`config.mk`:
```
export PLATFORM = sky130hd
export DESIGN_NAME = memory_arbiter
export DESIGN_NICKNAME = d
export VERILOG_FILES = /design/src/rtl/memory_arbiter.sv
export SDC_FILE = /design/constraint.sdc
export NUM_CORES = 1
export LEC_CHECK = 0
export CAP_MARGIN = 20
export CORE_MARGIN = 5
export CORE_UTILIZATION = 30
export CTS_CLUSTER_DIAMETER = 100
export DETAILED_ROUTE_END_ITERATION = 8
export GPL_ROUTABILITY_DRIVEN = 1
export GPL_TIMING_DRIVEN = 1
export PLACE_DENSITY = 0.74
export SETUP_SLACK_MARGIN = 0.4
export SYNTH_ARGS = -nofsm -noshare
export SYNTH_HDL_FRONTEND = slang
export SYNTH_SLANG_ARGS = --single-unit
```
`constraint.sdc`:
```
create_clock -name clock -period 3.7 [get_ports clock]
set_input_delay 0.74 -clock clock [delete_from_list [all_inputs] [get_ports clock]]
set_output_delay 0.74 -clock clock [all_outputs]
set_load 0.01 [all_outputs]
```
`src/rtl/memory_arbiter.sv`:
```
// memory_arbiter: shares one single-port memory between an instruction-fetch
// port and a load/store port. One transaction at a time: grant, wait for the
// memory acknowledge (or time out), then pulse the owner's ready for a cycle.
//
// Optional build macro: MEMORY_ARBITER_ROUND_ROBIN_EN
//   defined   -> simultaneous requests alternate (data wins the first tie)
//   undefined -> data always wins a simultaneous request
//
// state      | meaning
// -----------+-----------------------------------------------------------
// ST_IDLE    | no transaction; grant on the next edge if any valid is high
// ST_BUSY    | memory_request high, waiting for acknowledge or timeout
// ST_RESPOND | owner's ready pulses with registered response for one cycle
module memory_arbiter #(
    parameter int ADDRESS_WIDTH  = 32,
    parameter int TIMEOUT_CYCLES = 255
) (
    input  logic                     clock,
    input  logic                     reset,
    input  logic                     fetch_valid,
    input  logic [ADDRESS_WIDTH-1:0] fetch_address,
    output logic                     fetch_ready,
    input  logic                     data_valid,
    input  logic [ADDRESS_WIDTH-1:0] data_address,
    input  logic                     data_write_enable,
    input  logic [31:0]              data_write_data,
    output logic                     data_ready,
    output logic [31:0]              response_read_data,
    output logic                     response_error,
    output logic                     memory_request,
    output logic [ADDRESS_WIDTH-1:0] memory_address,
    output logic                     memory_write_enable,
    output logic [31:0]              memory_write_data,
    input  logic                     memory_acknowledge,
    input  logic [31:0]              memory_read_data
);

    localparam int CNT_W = (TIMEOUT_CYCLES > 255) ? $clog2(TIMEOUT_CYCLES + 1) : 8;
    localparam bit TIMEOUT_EN = (TIMEOUT_CYCLES != 0);
    // Counter reads 0 in the first BUSY cycle, so the last allowed cycle is N-1.
    localparam logic [CNT_W-1:0] CNT_LAST = CNT_W'((TIMEOUT_CYCLES == 0) ? 0 : TIMEOUT_CYCLES - 1);

    typedef enum logic [1:0] {
        ST_IDLE    = 2'd0,
        ST_BUSY    = 2'd1,
        ST_RESPOND = 2'd2
    } state_t;

    state_t                   state_q, state_d;
    logic [ADDRESS_WIDTH-1:0] addr_q, addr_d;
    logic                     we_q, we_d;
    logic [31:0]              wdata_q, wdata_d;
    logic                     owner_data_q, owner_data_d;
    logic [CNT_W-1:0]         cnt_q, cnt_d;
    logic [31:0]              rdata_q, rdata_d;
    logic                     err_q, err_d;
    logic                     grant_data;

`ifdef MEMORY_ARBITER_ROUND_ROBIN_EN
    logic last_data_q, last_data_d;

    // On a tie, data wins unless it was the last port granted.
    assign grant_data = data_valid && (!fetch_valid || !last_data_q);
`else
    assign grant_data = data_valid;
`endif

    // Next-state, grant latching, busy counter and response capture.
    always_comb begin
        state_d      = state_q;
        addr_d       = addr_q;
        we_d         = we_q;
        wdata_d      = wdata_q;
        owner_data_d = owner_data_q;
        cnt_d        = cnt_q;
        rdata_d      = rdata_q;
        err_d        = err_q;
`ifdef MEMORY_ARBITER_ROUND_ROBIN_EN
        last_data_d  = last_data_q;
`endif
        case (state_q)
            ST_IDLE: begin
                if (fetch_valid || data_valid) begin
                    state_d      = ST_BUSY;
                    owner_data_d = grant_data;
                    addr_d       = grant_data ? data_address : fetch_address;
                    we_d         = grant_data && data_write_enable;
                    wdata_d      = grant_data ? data_write_data : 32'd0;
                    cnt_d        = '0;
`ifdef MEMORY_ARBITER_ROUND_ROBIN_EN
                    last_data_d  = grant_data;
`endif
                end
            end
            ST_BUSY: begin
                // An acknowledge in the final allowed cycle still counts.
                if (memory_acknowledge) begin
                    state_d = ST_RESPOND;
                    rdata_d = memory_read_data;
                    err_d   = 1'b0;
                end else if (TIMEOUT_EN && (cnt_q == CNT_LAST)) begin
                    state_d = ST_RESPOND;
                    rdata_d = 32'd0;
                    err_d   = 1'b1;
                end else begin
                    cnt_d = cnt_q + 1'b1;
                end
            end
            ST_RESPOND: state_d = ST_IDLE;
            default:    state_d = ST_IDLE;
        endcase
    end

    // State and latched-field registers.
    always_ff @(posedge clock or negedge reset) begin
        if (!reset) begin
            state_q      <= ST_IDLE;
            addr_q       <= '0;
            we_q         <= 1'b0;
            wdata_q      <= 32'd0;
            owner_data_q <= 1'b0;
            cnt_q        <= '0;
            rdata_q      <= 32'd0;
            err_q        <= 1'b0;
`ifdef MEMORY_ARBITER_ROUND_ROBIN_EN
            last_data_q  <= 1'b0;
`endif
        end else begin
            state_q      <= state_d;
            addr_q       <= addr_d;
            we_q         <= we_d;
            wdata_q      <= wdata_d;
            owner_data_q <= owner_data_d;
            cnt_q        <= cnt_d;
            rdata_q      <= rdata_d;
            err_q        <= err_d;
`ifdef MEMORY_ARBITER_ROUND_ROBIN_EN
            last_data_q  <= last_data_d;
`endif
        end
    end

    assign memory_request      = (state_q == ST_BUSY);
    assign memory_address      = addr_q;
    assign memory_write_enable = we_q;
    assign memory_write_data   = wdata_q;
    assign fetch_ready         = (state_q == ST_RESPOND) && !owner_data_q;
    assign data_ready          = (state_q == ST_RESPOND) && owner_data_q;
    assign response_read_data  = rdata_q;
    assign response_error      = err_q;

endmodule

```
==> key figures <==
Job
  – Max_cap viols: 0

Floorplanning
  – Die H: 131 um
  – Initial Utilization: 30.4%
  – Die area: 17200 sq um
  – Die Width: 131 um
  – Ports: 235
  – Site row count: 44
  – Core ar.: 14500 sq um

STA
  – Pins Over Slew Limit: 0
  – Worst slew pin tran: 844 ps
  – Final worst-path cycle share: 63.0%
  – Fmax achieved: 429 MHz
  – Max-slew headroom: 43.7%
  – Skew final: 6.70 ps
  – Unrepaired setup endpoints after global routing: false
  – Period minus WS final: 2330 ps
  – Final TNS setup: 0 ps
  – Setup violations, final: 0
  – Final hold violations: 0

Critical path
  – Critical path data required time: 2960 ps
  – CP arrival: 1590 ps
  – R2R depth: 7
  – Startpoint Class: flop
  – Crit path max fanout: 5
  – FF-to-FF Start: cnt_q[0]
  – Reg2reg end: cnt_q[6]
  – CP Class: flop to output port
  – Worst R2R Setup Slack: 1820 ps
  – Crit path capture type: output port

Synthesis
  – Synthesized Nets: 488
  – Distinct cell type count after synthesis: 32
  – Number of flops mapped to enable cells by yosys: 0
  – Mean Syn Cell Area: 12.5 sq um
  – Yosys Warn Count: 0
  – Post-synthesis sequential area ratio: 62.0%
  – Post-synth top flop: dfrtp_1
  – Number of synthesized register bits: 109
  – Asr flop ratio synth: 100%
  – Cells after Synth: 352
  – Syn Std Cell Area: 4400 sq um

Hold path
  – Min-delay worst type: input port to async pin

CTS
  – Worst skew pair latency: 340 ps
  – CTS clk-pin slew, worst paths: 70 ps
  – CTS Sinks: 109
  – Clock buffer depth: 2
  – Hold_buf cts: 0
  – CTS Buf Count: 9
  – CTS tree: yes
  – Post-cts sizing count: 0
  – H-tree depth: 3
  – Clock root buffer master: clkbuf_16
  – # Post-CTS Setup Buffers: 0

Drt
  – Drt wl/cell: 16.6 um
  – Drt total wl: 12700 um
  – DRC Markers: 0
  – First-pass DRT Iterations: 4
  – DRT iter0 DRCs: 181
  – Via density: 4.76
  – Vias: 3642
  – ANT nets after route: 0

Final layout
  – Area growth syn-to-layout: 63.7%
  – Layout Nets: 712
  – Share of cells above drive strength 1: 5.85%
  – Fillers: 1273
  – # diodes: 0

Pwr
  – Pwr Density: 766 nW/um^2
  – P_leak: 0.00316 uW
  – Final Power: 5520 uW
  – VDD IR max: 355 uV

Global route
  – Vias in the first global route: 3849
  – Largest net degree at the start of global routing: 98
  – First-pass GRT wire length: 20900 um
  – Grt ovf: 0
  – Overall routing resource usage: 14.8%
  – Initial antenna violation count: 0

Placed design
  – Detailed Place HPWL: 9520 um
  – Routability Congestion: 0.795
  – IO buf count: 234

Outcome
  – Outcome: finished clean
## state kept, by name, indices dropped and copies added, names as in the netlist
name and flops:
memory_address 32, state_q 2, owner_data_q 1, response_error 1
memory_write_data 32, memory_write_enable 1, cnt_q 8, response_read_data 32
## how the worst max path moves through the flow
stage                start            endpoint  slack [ps]  cells after the start
2_1_floorplan   data_valid            cnt_q[4]        2000                      5
4_1_cts         state_q[1]      memory_request        1340                      3
3_3_place_gp   fetch_valid   memory_address[4]        1220                      4
5_1_grt         state_q[1]      memory_request        1300                      3
3_5_place_dp   fetch_valid  memory_address[30]        1150                      4
6_report        state_q[1]      memory_request        1370                      3
## critical path, stage by stage, from the launching register on
cell,delay [ps]
dfrtp_1,400
nand2b_4,170
inv_2,110
clkdlybuf4s50_1,570
## final cells by class
cell class / instances / area, sq um / share of cell area (%)
Clock buffer: 10 / 239 / 3.32
Sequential cell: 109 / 2730 / 37.9
Tap cell: 184 / 230 / 3.20
Multi-Input combinational cell: 209 / 1510 / 21.0
Clock inverter: 6 / 70.1 / 0.973
Timing Repair Buffer: 240 / 2400 / 33.3
Inverter: 7 / 26.3 / 0.365
## metal layers
metal	vias up	share of wire [%]	GRT usage (%)	routed length [um]
met5	-	0	0	0
met4	0	2.3	5.72	297
met3	20	9.0	5.35	1140
met2	170	45	22.7	5760
met1	1724	43	19.1	5530
li1	1728	-	-	-
## per-stage QoR
step | hold WS (ps) | setup slack, ps | instance area (sq um) | instances | utilization, %
finish | 356 | 1370 | 7200 | 765 | 49.7
global route | 383 | 1300 | 7200 | 765 | 49.7
CTS | 487 | 1340 | 7180 | 764 | 49.6
detailed placement | 470 | 1150 | 6870 | 748 | 47.4
global placement | 463 | 1220 | 6870 | 748 | 47.4
floorplan | 444 | 2000 | 4400 | 352 | -
## cell usage after synthesis (3+ instances only)
library cell / instances / area, sq um
a22o_1: 65 / 569
buf_2: 21 / 105
buf_6: 3 / 33.8
mux2i_1: 32 / 320
clkbuf_1: 3 / 11.3
a21oi_1: 4 / 20.0
inv_1: 5 / 18.8
nand3_1: 7 / 35.0
dfrtp_1: 109 / 2730
o21ai_0: 35 / 175
nand2_1: 35 / 131
a21o_1: 4 / 30.0
## power breakdown
group / switching [uW] / total (uW) / internal (uW) / leakage, uW
Clock: 432 / 979 / 547 / 0.000141
Sequential: 331 / 2070 / 1740 / 0.00137
Combinational: 1050 / 2470 / 1420 / 0.00165
## cell families after synthesis
family          Yosys count  synth area share, %
compound gates          116                 19.6
fa+ha+maj                 2                0.569
buf+inv                  34                 4.01
flops                   109                 62.0
mux                      32                 7.28
simple gates             59                 6.51
## placed cells by master (no fill, tap or decap), drive strengths merged, types with 2 or more instances in the layout
cell and n:
clkdlybuf4s50 232, dfrtp 109, a22o 65, o21ai 37, nand2 36, mux2i 32, clkbuf 10, buf 8
inv 8, nand3 7, a21oi 4, a21o 4, clkinvlp 3, o211ai 3, nand2b 3, and2 2
and3 2, or3 2, ha 2, nor2 2
(Power assumes the default switching activity.)
